--- src/rtl/pcie_tlp_requester_if.sv ---
// Host/endpoint signal bundle for pcie_tlp_requester.
// master = environment (host + endpoint), slave = the requester itself.
interface pcie_tlp_requester_if;
    logic        req_valid;
    logic        req_ready;
    logic        req_is_config;
    logic        req_is_write;
    logic [7:0]  req_addr;
    logic [15:0] req_wdata;
    logic [31:0] tlp_data;
    logic        tlp_valid;
    logic [31:0] rsp_data;
    logic        rsp_valid;
    logic        cpl_valid;
    logic [31:0] cpl_data;
    logic        cpl_err;
    logic        busy;

    modport master (
        output req_valid, req_is_config, req_is_write, req_addr, req_wdata,
        output rsp_data, rsp_valid,
        input  req_ready, tlp_data, tlp_valid, cpl_valid, cpl_data, cpl_err, busy
    );

    modport slave (
        input  req_valid, req_is_config, req_is_write, req_addr, req_wdata,
        input  rsp_data, rsp_valid,
        output req_ready, tlp_data, tlp_valid, cpl_valid, cpl_data, cpl_err, busy
    );
endinterface

--- src/rtl/pcie_tlp_requester.sv ---
// Queues host requests, issues one TLP at a time to the endpoint and returns completions.
// Optional response timeout enabled by defining PCIE_TLP_REQ_TIMEOUT_EN.
module pcie_tlp_requester #(
    parameter int FIFO_DEPTH     = 4,
    parameter int TIMEOUT_CYCLES = 64
) (
    input  logic                       clk,
    input  logic                       rst,
    pcie_tlp_requester_if.slave        bus,
    output logic [1:0]                 dbg_state_o
);

    localparam int PTR_W = $clog2(FIFO_DEPTH);
    localparam int CNT_W = PTR_W + 1;

    typedef enum logic [1:0] {
        S_IDLE = 2'd0,
        S_SEND = 2'd1,
        S_WAIT = 2'd2
    } state_t;

    // Request handshake: a request transfers on any rising edge where
    // req_valid && req_ready; req_ready is simply "FIFO not full".
    logic [31:0]      fifo_mem [FIFO_DEPTH];
    logic [PTR_W-1:0] wr_ptr_q, rd_ptr_q;
    logic [CNT_W-1:0] count_q, count_d;
    logic             fifo_full, fifo_empty;
    logic             push, pop;
    logic [31:0]      packed_word;

    state_t           state_q;
    logic [31:0]      tlp_data_q;
    logic             tlp_valid_q;
    logic [31:0]      cpl_data_q;
    logic             cpl_valid_q;

    assign fifo_full  = (count_q == CNT_W'(FIFO_DEPTH));
    assign fifo_empty = (count_q == '0);
    assign push       = bus.req_valid && !fifo_full;
    assign pop        = (state_q == S_IDLE) && !fifo_empty;

    // Reads carry no payload, so the data field is zeroed at enqueue time.
    assign packed_word = {bus.req_is_config, bus.req_is_write, 6'h00, bus.req_addr,
                          bus.req_is_write ? bus.req_wdata : 16'h0000};

    always_comb begin
        count_d = count_q;
        case ({push, pop})
            2'b10:   count_d = count_q + CNT_W'(1);
            2'b01:   count_d = count_q - CNT_W'(1);
            default: count_d = count_q;
        endcase
    end

    always_ff @(posedge clk) begin
        if (rst) begin
            wr_ptr_q <= '0;
            rd_ptr_q <= '0;
            count_q  <= '0;
        end else begin
            if (push) wr_ptr_q <= wr_ptr_q + PTR_W'(1);
            if (pop)  rd_ptr_q <= rd_ptr_q + PTR_W'(1);
            count_q <= count_d;
        end
    end

    always_ff @(posedge clk) begin
        if (push) fifo_mem[wr_ptr_q] <= packed_word;
    end

`ifdef PCIE_TLP_REQ_TIMEOUT_EN
    localparam int TO_W = $clog2(TIMEOUT_CYCLES) + 1;
    logic [TO_W-1:0] wait_cnt_q;
    logic            cpl_err_q;
`else
    logic            unused_timeout_cfg;
    assign unused_timeout_cfg = (TIMEOUT_CYCLES > 1);
`endif

    always_ff @(posedge clk) begin
        if (rst) begin
            state_q     <= S_IDLE;
            tlp_data_q  <= '0;
            tlp_valid_q <= 1'b0;
            cpl_data_q  <= '0;
            cpl_valid_q <= 1'b0;
`ifdef PCIE_TLP_REQ_TIMEOUT_EN
            wait_cnt_q  <= '0;
            cpl_err_q   <= 1'b0;
`endif
        end else begin
            tlp_valid_q <= 1'b0;
            cpl_valid_q <= 1'b0;
            case (state_q)
                S_IDLE: begin
                    if (pop) begin
                        tlp_data_q  <= fifo_mem[rd_ptr_q];
                        tlp_valid_q <= 1'b1;
                        state_q     <= S_SEND;
                    end
                end
                S_SEND: begin
                    // A very fast endpoint may answer while the strobe is still up.
                    if (bus.rsp_valid) begin
                        cpl_valid_q <= 1'b1;
                        cpl_data_q  <= bus.rsp_data;
`ifdef PCIE_TLP_REQ_TIMEOUT_EN
                        cpl_err_q   <= 1'b0;
`endif
                        state_q     <= S_IDLE;
                    end else begin
`ifdef PCIE_TLP_REQ_TIMEOUT_EN
                        wait_cnt_q  <= '0;
`endif
                        state_q     <= S_WAIT;
                    end
                end
                S_WAIT: begin
                    if (bus.rsp_valid) begin
                        cpl_valid_q <= 1'b1;
                        cpl_data_q  <= bus.rsp_data;
`ifdef PCIE_TLP_REQ_TIMEOUT_EN
                        cpl_err_q   <= 1'b0;
`endif
                        state_q     <= S_IDLE;
                    end
`ifdef PCIE_TLP_REQ_TIMEOUT_EN
                    // Counter holds edges-in-WAIT minus one, so this is the last allowed edge.
                    else if (wait_cnt_q == TO_W'(TIMEOUT_CYCLES - 1)) begin
                        cpl_valid_q <= 1'b1;
                        cpl_data_q  <= 32'hFFFF_FFFF;
                        cpl_err_q   <= 1'b1;
                        state_q     <= S_IDLE;
                    end else begin
                        wait_cnt_q  <= wait_cnt_q + TO_W'(1);
                    end
`endif
                end
                default: state_q <= S_IDLE;
            endcase
        end
    end

    assign bus.req_ready = !fifo_full;
    assign bus.tlp_data  = tlp_data_q;
    assign bus.tlp_valid = tlp_valid_q;
    assign bus.cpl_valid = cpl_valid_q;
    assign bus.cpl_data  = cpl_data_q;
`ifdef PCIE_TLP_REQ_TIMEOUT_EN
    assign bus.cpl_err   = cpl_err_q;
`else
    assign bus.cpl_err   = 1'b0;
`endif
    assign bus.busy      = (state_q != S_IDLE) || !fifo_empty;
    assign dbg_state_o   = state_q;

endmodule
--- src/flat_wrapper.sv ---
// flat-port wrapper written by rule: the top's interface ports become plain ports
module pcie_tlp_requester_flat 
#(
    parameter int FIFO_DEPTH     = 4,
    parameter int TIMEOUT_CYCLES = 64
)
  (clk, rst, dbg_state_o, bus_req_valid, bus_req_is_config, bus_req_is_write, bus_req_addr, bus_req_wdata, bus_rsp_data, bus_rsp_valid, bus_req_ready, bus_tlp_data, bus_tlp_valid, bus_cpl_valid, bus_cpl_data, bus_cpl_err, bus_busy);
  pcie_tlp_requester_if bus_i ();
  input  logic clk;
  input  logic rst;
  output logic [1:0] dbg_state_o;
  input wire logic [$bits(bus_i.req_valid)-1:0] bus_req_valid;
  input wire logic [$bits(bus_i.req_is_config)-1:0] bus_req_is_config;
  input wire logic [$bits(bus_i.req_is_write)-1:0] bus_req_is_write;
  input wire logic [$bits(bus_i.req_addr)-1:0] bus_req_addr;
  input wire logic [$bits(bus_i.req_wdata)-1:0] bus_req_wdata;
  input wire logic [$bits(bus_i.rsp_data)-1:0] bus_rsp_data;
  input wire logic [$bits(bus_i.rsp_valid)-1:0] bus_rsp_valid;
  output wire logic [$bits(bus_i.req_ready)-1:0] bus_req_ready;
  output wire logic [$bits(bus_i.tlp_data)-1:0] bus_tlp_data;
  output wire logic [$bits(bus_i.tlp_valid)-1:0] bus_tlp_valid;
  output wire logic [$bits(bus_i.cpl_valid)-1:0] bus_cpl_valid;
  output wire logic [$bits(bus_i.cpl_data)-1:0] bus_cpl_data;
  output wire logic [$bits(bus_i.cpl_err)-1:0] bus_cpl_err;
  output wire logic [$bits(bus_i.busy)-1:0] bus_busy;
  assign bus_i.req_valid = bus_req_valid;
  assign bus_i.req_is_config = bus_req_is_config;
  assign bus_i.req_is_write = bus_req_is_write;
  assign bus_i.req_addr = bus_req_addr;
  assign bus_i.req_wdata = bus_req_wdata;
  assign bus_i.rsp_data = bus_rsp_data;
  assign bus_i.rsp_valid = bus_rsp_valid;
  assign bus_req_ready = bus_i.req_ready;
  assign bus_tlp_data = bus_i.tlp_data;
  assign bus_tlp_valid = bus_i.tlp_valid;
  assign bus_cpl_valid = bus_i.cpl_valid;
  assign bus_cpl_data = bus_i.cpl_data;
  assign bus_cpl_err = bus_i.cpl_err;
  assign bus_busy = bus_i.busy;
  pcie_tlp_requester #(.FIFO_DEPTH(FIFO_DEPTH), .TIMEOUT_CYCLES(TIMEOUT_CYCLES)) u_core (.clk(clk), .rst(rst), .bus(bus_i), .dbg_state_o(dbg_state_o));
endmodule
--- config.mk ---
export PLATFORM = sky130hd
export DESIGN_NAME = pcie_tlp_requester_flat
export DESIGN_NICKNAME = d
export VERILOG_FILES = /design/src/rtl/pcie_tlp_requester_if.sv /design/src/rtl/pcie_tlp_requester.sv /design/src/flat_wrapper.sv
export SDC_FILE = /design/constraint.sdc
export NUM_CORES = 1
export LEC_CHECK = 0
export CAP_MARGIN = 10
export CORE_MARGIN = 10
export CORE_UTILIZATION = 45
export CTS_CLUSTER_SIZE = 10
export DETAILED_ROUTE_END_ITERATION = 8
export GPL_ROUTABILITY_DRIVEN = 1
export PLACE_DENSITY = 0.77
export SYNTH_ARGS = -nofsm -noshare
export SYNTH_HDL_FRONTEND = slang
export SYNTH_SLANG_ARGS = --single-unit
--- constraint.sdc ---
create_clock -name clk -period 4.9 [get_ports clk]
set_input_delay 1.225 -clock clk [delete_from_list [all_inputs] [get_ports clk]]
set_output_delay 1.225 -clock clk [all_outputs]
set_load 0.005 [all_outputs]
Word-level counts from Yosys, hierarchy flattened
Memories as Yosys holds them, arrays and structs flattened. A register that Yosys moved wholly into a read port is not among the register bits.
Index checks and enable logic that the tools add are counted.
Widths: inputs -> output; s select.

storage, ports and cells
  flip-flop bits (word level) = 75
  bits in latches = 0
  RAM bits = 104
  ROM bits = 0
  input bits = 62
  output and inout bits = 71
  logic and storage cells = 47
  memories kept = 1

cells by class
  add/subtract/negate cells = 4
  multiply operators = 0
  divide/modulo/power cells = 0
  magnitude comparators = 0
  equality and inequality tests = 7
  shift-type cells = 0
  mux-type cells = 10
  bitwise gates (word level) = 2
  reduce and logical (&&, ||, !) cells = 15

memory list
  name             words  bits a word  read ports  clocked after memory_dff  write ports  line                      source
  u_core.fifo_mem  4      26           1           1                         1            pcie_tlp_requester.sv:24  logic [31:0] fifo_mem [FIFO_DEPTH];

operators by type and width
  cell                 number
  $mux 16              1
  $mux 2               3
  $pmux 2 s3           1
  $pmux 3 s2           1
  $reduce_and 2->1     3
  $reduce_or 2->1      3
  $add 2x1->2 const B  2
  $eq 2x1->1 const B   2
  $eq 2x2->1 const B   2
  $mux 1               4
  $reduce_bool 2->1    2
  $add 3x1->3 const B  1
  $eq 3x3->1 const B   1
  $logic_not 3->1      1
  $sub 3x1->3 const B  1
  $logic_and 1x1->1    2
  $logic_not 1->1      2
  $logic_not 2->1      1
  $ne 2x1->1 const B   1
  $ne 2x2->1 const B   1
  $not 1->1            2
  $logic_or 1x1->1     1

Longest topological paths before layout
Gate-level depths: netlist of run 1.

  word-level depth = 5
  gate-level depth with buffers = 9
  depth with buffers taken out = 9

Worst setup path before layout of run 1
OpenSTA, ideal clock, no wires.

  path kind = input-to-reg
  start point = input port bus_req_valid
  end point = register u_core.count_q[2]
  setup time = 0.070 ns
  arrival = 2.583 ns
  data required time = 4.830 ns
  path slack = 2.247 ns
  stages = 8
  path buffers = 1
  path through = buf_1 -> nand2_1 -> ha_1 -> inv_1 -> fa_1 -> xor2_1 -> or3_1 -> a21oi_1

on the way
  word-level cells in the longest chain between the ends = 3
  elaborated cells on any way between the ends = 5
  classes of those cells = eq/ne (2); mux (1); reduce/logical (2)

ends and longest elaborated chain
  item                                                    line                      source
  start, declared                                         flat_wrapper.sv:12        input wire logic [$bits(bus_i.req_valid)-1:0] bus_req_valid;
  $logic_and 1x1->1 (*)                                   pcie_tlp_requester.sv:39  assign push = bus.req_valid && !fifo_full;
  $eq 2x1->1 / $eq 2x2->1 (equally long branches)         pcie_tlp_requester.sv:48  case ({push, pop})
  $pmux 3 s2 / $reduce_bool 2->1 (equally long branches)  --
  end signal, assigned                                    pcie_tlp_requester.sv:63  count_q <= count_d;
  end, declared                                           pcie_tlp_requester.sv:26  logic [CNT_W-1:0] count_q, count_d;

Every way passes the cells marked *; elsewhere a longest branch is shown, timed or not.
A chain may end at the register's enable or synchronous reset.

Final worst setup path of run 1
  start point = register u_core.state_q[0] (netlist: u_core.dbg_state_o[0])
  end point = output port bus_busy

on the way
  word-level cells in the longest chain between the ends = 2

ends and longest elaborated chain
  item                    line                       source
  start, declared         pcie_tlp_requester.sv:31   state_t state_q;
  start signal, assigned  pcie_tlp_requester.sv:82   state_q <= S_IDLE;
  start signal, assigned  pcie_tlp_requester.sv:99   state_q <= S_SEND;
  start signal, assigned  pcie_tlp_requester.sv:110  state_q <= S_IDLE;
  $reduce_bool 2->1       pcie_tlp_requester.sv:154  assign bus.busy = (state_q != S_IDLE) || !fifo_empty;
  $logic_or 1x1->1        pcie_tlp_requester.sv:154
  end, declared           flat_wrapper.sv:25         output wire logic [$bits(bus_i.busy)-1:0] bus_busy;

No other way between the ends.

==> results of run 1 <==
==> area by class of cell <==
class,instances,share of cell area [%]
Sequential cell,173,53.7
Multi-Input combinational cell,222,20.8
Timing Repair Buffer,131,15.5
Clock buffer,20,5.70
Tap cell,180,2.69
Clock inverter,12,1.31
Inverter,8,0.358
==> critical path: stages, from the launching register on <==
cell,delay (ps)
dfxtp_1,340
inv_1,130
ha_1,240
nor4b_1,490
inv_1,180
clkdlybuf4s50_1,520
==> Yosys cell counts <==
cell	count
dfxtp_1	69
a21o_1	2
o311ai_0	1
nor2_4	1
inv_1	8
and2_1	17
buf_1	1
nand2_1	66
xnor2_1	1
xor2_1	3
nor2_1	6
buf_6	4
or3_1	1
a21oi_1	38
fa_1	1
buf_4	10
o31a_4	1
buf_2	4
a22o_1	26
ha_1	9
nor4b_1	1
nand3_1	3
o21ai_0	3
or3b_1	1
nor2b_4	1
edfxtp_1	104
conb_1	1
nor2b_1	1
and3_1	4
nand2b_1	1
nand4b_1	1
clkbuf_1	14
mux4_2	26
==> flip-flops by register name, summed over array words and instances (netlist names) <==
name,flops
u_core.bus.tlp_data,26
u_core.wr_ptr_q,2
u_core.count_q,3
u_core.fifo_mem,104
u_core.bus.tlp_valid,1
u_core.bus.cpl_data,32
u_core.dbg_state_o,2
u_core.rd_ptr_q,2
u_core.bus.cpl_valid,1
==> power breakdown <==
part	internal, mW	switching, mW
logic	0.606	0.470
clock network	0.759	0.555
registers	1.80	0.161
total	3.17	1.19
==> routing by layer <==
metal  wire (microns)  vias to the layer above
met2             6480                      156
met3             1690                        8
met1             5540                     1881
met4              125                        0
li1                 -                     1809
met5                0                        -
==> through the flow <==
| stage | utilization [%] | power (mW) | area (sq um) | instances | hold WS, ps |
|---|---|---|---|---|---|
| 3_3_place_gp | 56.0 | 3.05 | 7800 | 714 | 442 |
| 3_5_place_dp | 56.0 | 3.09 | 7800 | 714 | 449 |
| 6_report | 60.2 | 4.35 | 8390 | 746 | 455 |
| 5_1_grt | 60.2 | 4.58 | 8390 | 746 | 470 |
| 4_1_cts | 60.2 | 4.41 | 8390 | 746 | 456 |
| 2_1_floorplan | - | 2.59 | 6470 | 436 | 453 |
==> cell families after synthesis <==
group / Yosys count / synth area share (%)
simple gates: 104 / 7.55
fa+ha+maj: 10 / 2.06
mux: 26 / 9.08
compound gates: 71 / 7.35
flops: 173 / 69.8
buf+inv: 41 / 3.51
other cells: 1 / 0.0582
xor+xnor: 4 / 0.543
==> final timing paths <==
kind                                        start                                    to  cells past startpoint
max reg2reg        u_core.count_q[2]$_SDFFE_PP0P_        u_core.count_q[2]$_SDFFE_PP0P_                      8
min          u_core.bus.cpl_data[14]$_SDFFE_PP0P_  u_core.bus.cpl_data[14]$_SDFFE_PP0P_                      2
max            u_core.dbg_state_o[0]$_SDFFE_PP0P_                              bus_busy                      5
min reg2reg  u_core.bus.cpl_data[14]$_SDFFE_PP0P_  u_core.bus.cpl_data[14]$_SDFFE_PP0P_                      2
==> results_dict.tcl, run 1 <==
set metrics [dict create \
    cts_setup_buffers 0 \
    antenna_found_initial 0 \
    use_met1_pct 15.5 \
    yosysSeqAreaShare_pct 69.8 \
    drtIter0Drc 185 \
    drc 0 \
    setup_viol 0 \
    synth_top_area_share_pct 48.4 \
    clock_latency_ps 430 \
    max_slew.worst_pin.slew_ps 1060 \
    start_util_pct 46.3 \
    detailed_place_hpwl_mm 8.87 \
    maxSlewViolCount 0 \
    layout-drive-gt1-share_pct 12.0 \
    io_buffers 125 \
    cts-buffers-inserted 17 \
    fmax_mhz 282 \
    fillers 1036 \
    viasPerCell 5.17 \
    cts-root-buf "clkbuf_16" \
    cts_resized 0 \
    synthToLayoutAreaGrowth_pct 30.0 \
    die-area_sq_mm 0.0195 \
    clk_pin_slew_ps 60 \
    cts.sinks 173 \
    grt.total_usage_pct 14.2 \
    grt_pass1_wl_mm 22.1 \
    core_sq_mm 0.0139 \
    final_hold_viol_count 0 \
    maxCapViolations 0 \
    netlist_area_sq_mm 0.00645 \
    n_antenna_cell 0 \
    start_kind "flip-flop" \
    status "completed" \
    pre_cts_ws_ps 1720 \
    cts_tree "yes" \
    h-tree-depth 4 \
    overflow 0 \
    die_h_microns 140 \
    drt-pass1-iter-count 5 \
    cts_hold_buf 0 \
    fin_skew_ps 22.4 \
    rsz0062_at_grt "no" \
    die_w_microns 140 \
    num_io_pins 133 \
    power.density_mw_per_mm2 519 \
    worst_slack_ps 1350 \
    fin_crit_ps 3550 \
    worstSetupPathType "reg2out" \
    grt_pass1_vias 4265 \
    grt_max_degree 43 \
    final_common_cell "clkdlybuf4s50_1" \
    ff_latch_area_sq_mm 0.00451 \
    finalCritPeriodShare_pct 72.5 \
    cp.arrival_ps 2330 \
    cp-end-kind "output pin" \
    synth_seq_cells 173 \
    wl_per_cell_microns 18.5 \
    drtAntennaViolNets 0 \
    vdd_drop_max_mv 0.343 \
    finalWirelength_mm 13.8 \
    setup_tns_ps 0 \
    clk_path_buf_depth 2 \
    yosysTopAreaCell "edfxtp_1" \
    r2r_slack_ps 2560 \
    multi_input_area_sq_mm 0.00174 \
    slew_headroom_pct 29.0 \
    hp-class "reg2reg" \
    vias 3854 \
    grtUsageMet2_pct 22.4 \
    power.leakage_nw 2.88 \
    syn_area_per_cell_sq_um 15.0 \
    mostFrequentLayoutCells "125 x clkdlybuf4s50_1, 104 x edfxtp_1, 68 x dfxtp_1" \
    required_ps 3670 \
    ys_types 33 \
    synth_area_leaders "edfxtp_1 48%, dfxtp_1 21%, mux4_2 9.1%, nand2_1 3.8%, a22o_1 3.5%" \
    globalplace.congestion 0.697 \
    fin_nets 625 \
    path_max_fanout 4 \
    busiest_layer "met2" \
    yosys_warnings 0 \
    syn-instance-count 430 \
    met3_usage_pct 8.71 \
    num_rows 43 \
]
Note: power is estimated with default switching activity, not from simulation.
==> run 2: changes to the inputs <==
- clock period: 4.9 -> 3.5 ns (I/O delays scaled with it)
==> results_dict.tcl, run 2 (synthesis gave the netlist of run 1 again) <==
set metrics [dict create \
    n_antenna_cell 0 \
    drt-pass1-iter-count 5 \
    hp-class "reg2reg" \
    max_slew.worst_pin.slew_ps 1010 \
    clk_path_buf_depth 2 \
    wl_per_cell_microns 18.5 \
    grt_pass1_wl_mm 22.0 \
    detailed_place_hpwl_mm 8.92 \
    maxSlewViolCount 0 \
    path_max_fanout 4 \
    largest_reg_flops 104 \
    dpl_cell_area_sq_mm 0.00781 \
    vias 3852 \
    antenna_found_initial 0 \
    wl_met1_mm 5.59 \
    maxCapViolations 0 \
    route.met2.wl_mm 6.62 \
    grt_pass1_vias 4105 \
    slew_headroom_pct 32.5 \
    mostFrequentLayoutCells "125 x clkdlybuf4s50_1, 104 x edfxtp_1, 68 x dfxtp_1" \
    overflow 0 \
    finalWirelength_mm 13.8 \
    drtIter0Drc 219 \
    setup_tns_ps 0 \
    regMostFlops "u_core.fifo_mem" \
    drtAntennaViolNets 0 \
    core_sq_mm 0.0139 \
    start_kind "flip-flop" \
    highest_layer "met4" \
    viasPerCell 5.16 \
    fmax_mhz 326 \
    globalplace.congestion 0.701 \
    setup_viol 0 \
    power.density_mw_per_mm2 734 \
    cts_setup_buffers 0 \
    fin_skew_ps 9.19 \
    cts-buffers-inserted 17 \
    rsz0062_at_grt "no" \
    worstSetupPathType "reg2out" \
    h-tree-depth 4 \
    grt_max_degree 42 \
    num_rows 43 \
    required_ps 2620 \
    cts_resized 0 \
    final_hold_viol_count 0 \
    cp.arrival_ps 2190 \
    cp-end-kind "output pin" \
    cts-root-buf "clkbuf_16" \
    cp_slowest_cell "clkdlybuf4s50_1" \
    die_w_microns 140 \
    drc 0 \
    cts.sinks 173 \
    vdd_drop_max_mv 0.487 \
    synthToLayoutAreaGrowth_pct 30.6 \
    clk_pin_slew_ps 60 \
    cpPeakStageDelay_ps 500 \
    layout-drive-gt1-share_pct 11.8 \
    clock_latency_ps 410 \
    power.leakage_nw 2.90 \
    fin_crit_ps 3070 \
    grt.total_usage_pct 14.1 \
    start_util_pct 46.3 \
    cts_hold_buf 0 \
    final_common_cell "clkdlybuf4s50_1" \
    io_buffers 125 \
    num_io_pins 133 \
    design_area_sq_mm 0.00842 \
    status "completed" \
    cp_cell_sequence "inv_1 -> ha_1 -> nor4b_1 -> inv_1 -> clkdlybuf4s50_1" \
    finalCritPeriodShare_pct 87.6 \
    met3_length_mm 1.58 \
    worst_path_most_repeated_cell "inv_1" \
    fin_nets 627 \
    die_h_microns 140 \
    die-area_sq_mm 0.0195 \
    cts_tree "yes" \
]
[run 2: changes by cell type in the layout (fill, tap and decap cells not counted)]
cell,previous run,this run
clkbuf_8,2,3
clkinv_2,4,1
bufinv_16,1,3
clkbuf_16,18,17
clkbuf_1,0,2
inv_8,1,0
buf_4,6,8
clkinv_4,2,1
[run 2: cell type report]
| type | count | area, sq um |
|---|---|---|
| clock buffer | 22 | 474 |
| clock inverter | 9 | 135 |
| fill | 1020 | 5510 |
| inverter | 8 | 30.0 |
| multi-input combinational | 222 | 1740 |
| sequential | 173 | 4510 |
| tap | 180 | 225 |
| timing repair buffer | 133 | 1310 |
[run 2: final timing paths]
check | startpoint | end | slack (ps) | depth (start not counted)
setup / recovery | u_core.dbg_state_o[1]$_SDFFE_PP0P_ | bus_busy | 430 | 5
hold / removal | u_core.bus.cpl_data[21]$_SDFFE_PP0P_ | u_core.bus.cpl_data[21]$_SDFFE_PP0P_ | 450 | 2
setup reg to reg | u_core.count_q[2]$_SDFFE_PP0P_ | u_core.count_q[2]$_SDFFE_PP0P_ | 1160 | 8
hold reg to reg | u_core.bus.cpl_data[21]$_SDFFE_PP0P_ | u_core.bus.cpl_data[21]$_SDFFE_PP0P_ | 450 | 2
[run 2: per-layer routing]
| metal | vias up | GRT usage [%] |
|---|---|---|
| li1 | 1814 | - |
| met3 | 2 | 8.64 |
| met4 | 0 | 3.91 |
| met2 | 135 | 22.5 |
| met1 | 1901 | 15.4 |
| met5 | - | 0 |
[run 2: critical path: cells and delay by family (launching register included)]
family                     cells  cell delay, ps
DFF                            1             350
buffers and inverters          3             800
adders and majority gates      1             210
and+or+nand+nor                1             420
[run 2: metrics by stage]
step                      hold WS (ps)  setup slack, ps  std cells  util, %  power, mW
after floorplan                    453             1200        436        -       3.62
after global placement             442              759        716     56.1       4.28
after detailed placement           449              666        716     56.1       4.34
after CTS                          456              438        747     60.4       6.26
after global routing               481              246        747     60.4       6.49
final                              452              433        747     60.4       6.18
[run 2: where the power goes]
part           internal, mW  switching (mW)
sequential             2.52           0.232
clock                  1.18           0.736
combinational         0.856           0.654
total                  4.56            1.62
==> run 3: changes to the inputs <==
- CTS_CLUSTER_DIAMETER: not set -> 150
- RECOVER_POWER: not set -> 25
==> results_dict.tcl, run 3 (synthesis gave the netlist of run 1 again) <==
set metrics [dict create \
    p_total_mw 6.18 \
    grt_max_degree 42 \
    hp-class "reg2reg" \
    status "finished with violations" \
    cp.arrival_ps 2200 \
    rsz0062_at_grt "no" \
    hold_path_end "u_core.bus.cpl_data[21]$_SDFFE_PP0P_" \
    max_slew.worst_pin.slew_ps 1870 \
    r2r-start "u_core.rd_ptr_q[0]$_SDFFE_PP0P_" \
    start_kind "flip-flop" \
    cts_tree "yes" \
    power.density_mw_per_mm2 734 \
    n_antenna_cell 0 \
    finalWirelength_mm 13.9 \
    worst_slack_ps 426 \
    worstSetupPathType "reg2out" \
    grt.total_usage_pct 14.1 \
    cts_hold_buf 0 \
    cts_setup_buffers 0 \
    required_ps 2620 \
    wl_per_cell_microns 18.5 \
    hp-start "u_core.bus.cpl_data[21]$_SDFFE_PP0P_" \
    drc 0 \
    clock_latency_ps 410 \
    core_sq_mm 0.0139 \
    grt_pass1_wl_mm 22.0 \
    clk_pin_slew_ps 60 \
    detailed_place_hpwl_mm 8.92 \
    finish.utilization_pct 60.4 \
    fin_nets 627 \
    cts.sinks 173 \
    cts-buffers-inserted 17 \
    grt_pass1_vias 4105 \
    pre_cts_ws_ps 666 \
    h-tree-depth 4 \
    design_area_sq_mm 0.00841 \
    num_io_pins 133 \
    viasPerCell 5.16 \
    die-area_sq_mm 0.0195 \
    path_max_fanout 4 \
    maxSlewViolCount 70 \
    antenna_found_initial 1 \
    rr_endpoint "u_core.bus.tlp_data[13]$_SDFFE_PP0P_" \
    drtAntennaViolNets 0 \
    setup_viol 0 \
    clk_path_buf_depth 2 \
    fin_skew_ps 9.24 \
    regMostFlops "u_core.fifo_mem" \
    vias 3851 \
    die_w_microns 140 \
    largest_reg_flops 104 \
    drtIter0Drc 219 \
    slew_headroom_pct -25.0 \
    overflow 0 \
    maxCapViolations 2 \
    cts_resized 0 \
    r2r_slack_ps 930 \
    cp-end-kind "output pin" \
    power.leakage_nw 2.89 \
    hold_path_depth 2 \
    dpl_cell_area_sq_mm 0.00781 \
    final_hold_viol_count 0 \
    start_util_pct 46.3 \
    io_buffers 125 \
    synthToLayoutAreaGrowth_pct 30.4 \
    die_h_microns 140 \
    fmax_mhz 325 \
    finalCritPeriodShare_pct 87.8 \
    layout-drive-gt1-share_pct 11.5 \
    whs_ps 452 \
    fin_crit_ps 3070 \
    cts-root-buf "clkbuf_16" \
    vdd_drop_max_mv 0.486 \
    mostFrequentLayoutCells "114 x clkdlybuf4s50_1, 104 x edfxtp_1, 69 x dfxtp_1" \
    globalplace.congestion 0.701 \
    instances_no_fill 747 \
    num_rows 43 \
    r2r_cells 2 \
    setup_tns_ps 0 \
    final_common_cell "clkdlybuf4s50_1" \
    dp.cells 716 \
    drt-pass1-iter-count 5 \
    violations "max-capacitance violations, max-slew violations" \
]
[run 3: cell count changes in the layout (fill, tap and decap cells not counted)]
cell             previous run  this run
buf_4                       8         7
and2_1                     17         7
dlygate4sd3_1               0        11
clkdlybuf4s50_1           125       114
dfxtp_2                     1         0
and2_0                      0        10
dfxtp_1                    68        69
nor2b_4                     1         0
clkbuf_1                    2         3
nor2b_2                     0         1
[run 3: cell type report]
type,count,area (sq um)
tap,180,225
clock buffer,22,474
fill,1020,5520
sequential,173,4500
clock inverter,9,135
timing repair buffer,133,1310
inverter,8,30.0
multi-input combinational,222,1740
[run 3: critical path, stage by stage, from the launching register on]
cell and delay (ps):
dfxtp_1 350, inv_1 130, ha_1 210, nor4b_1 430, inv_1 170, clkdlybuf4s50_1 500
[run 3: how the worst max path moves through the flow]
| stage | startpoint | end | slack, ps | depth (start not counted) |
|---|---|---|---|---|
| finish | u_core.dbg_state_o[1]$_SDFFE_PP0P_ | bus_busy | 430 | 5 |
| floorplan | bus_req_valid | u_core.count_q[2]$_SDFFE_PP0P_ | 1200 | 8 |
| CTS | u_core.dbg_state_o[0]$_SDFFE_PP0P_ | bus_busy | 440 | 5 |
| global placement | bus_req_valid | u_core.count_q[2]$_SDFFE_PP0P_ | 760 | 8 |
| detailed placement | bus_req_valid | u_core.count_q[2]$_SDFFE_PP0P_ | 670 | 8 |
| global route | u_core.dbg_state_o[0]$_SDFFE_PP0P_ | bus_busy | 250 | 5 |
[run 3: report_power, final]
part	total, mW	leakage [nW]	internal, mW	switching (mW)
clock	1.92	0.289	1.18	0.737
combinational	1.51	1.07	0.853	0.654
sequential	2.75	1.53	2.52	0.231
total	6.18	2.89	4.56	1.62
[run 3: per-layer routing]
metal,track usage (%),routed length (microns)
met5,0,7
met3,8.64,1530
met2,22.5,6580
met4,3.91,100
met1,15.4,5630
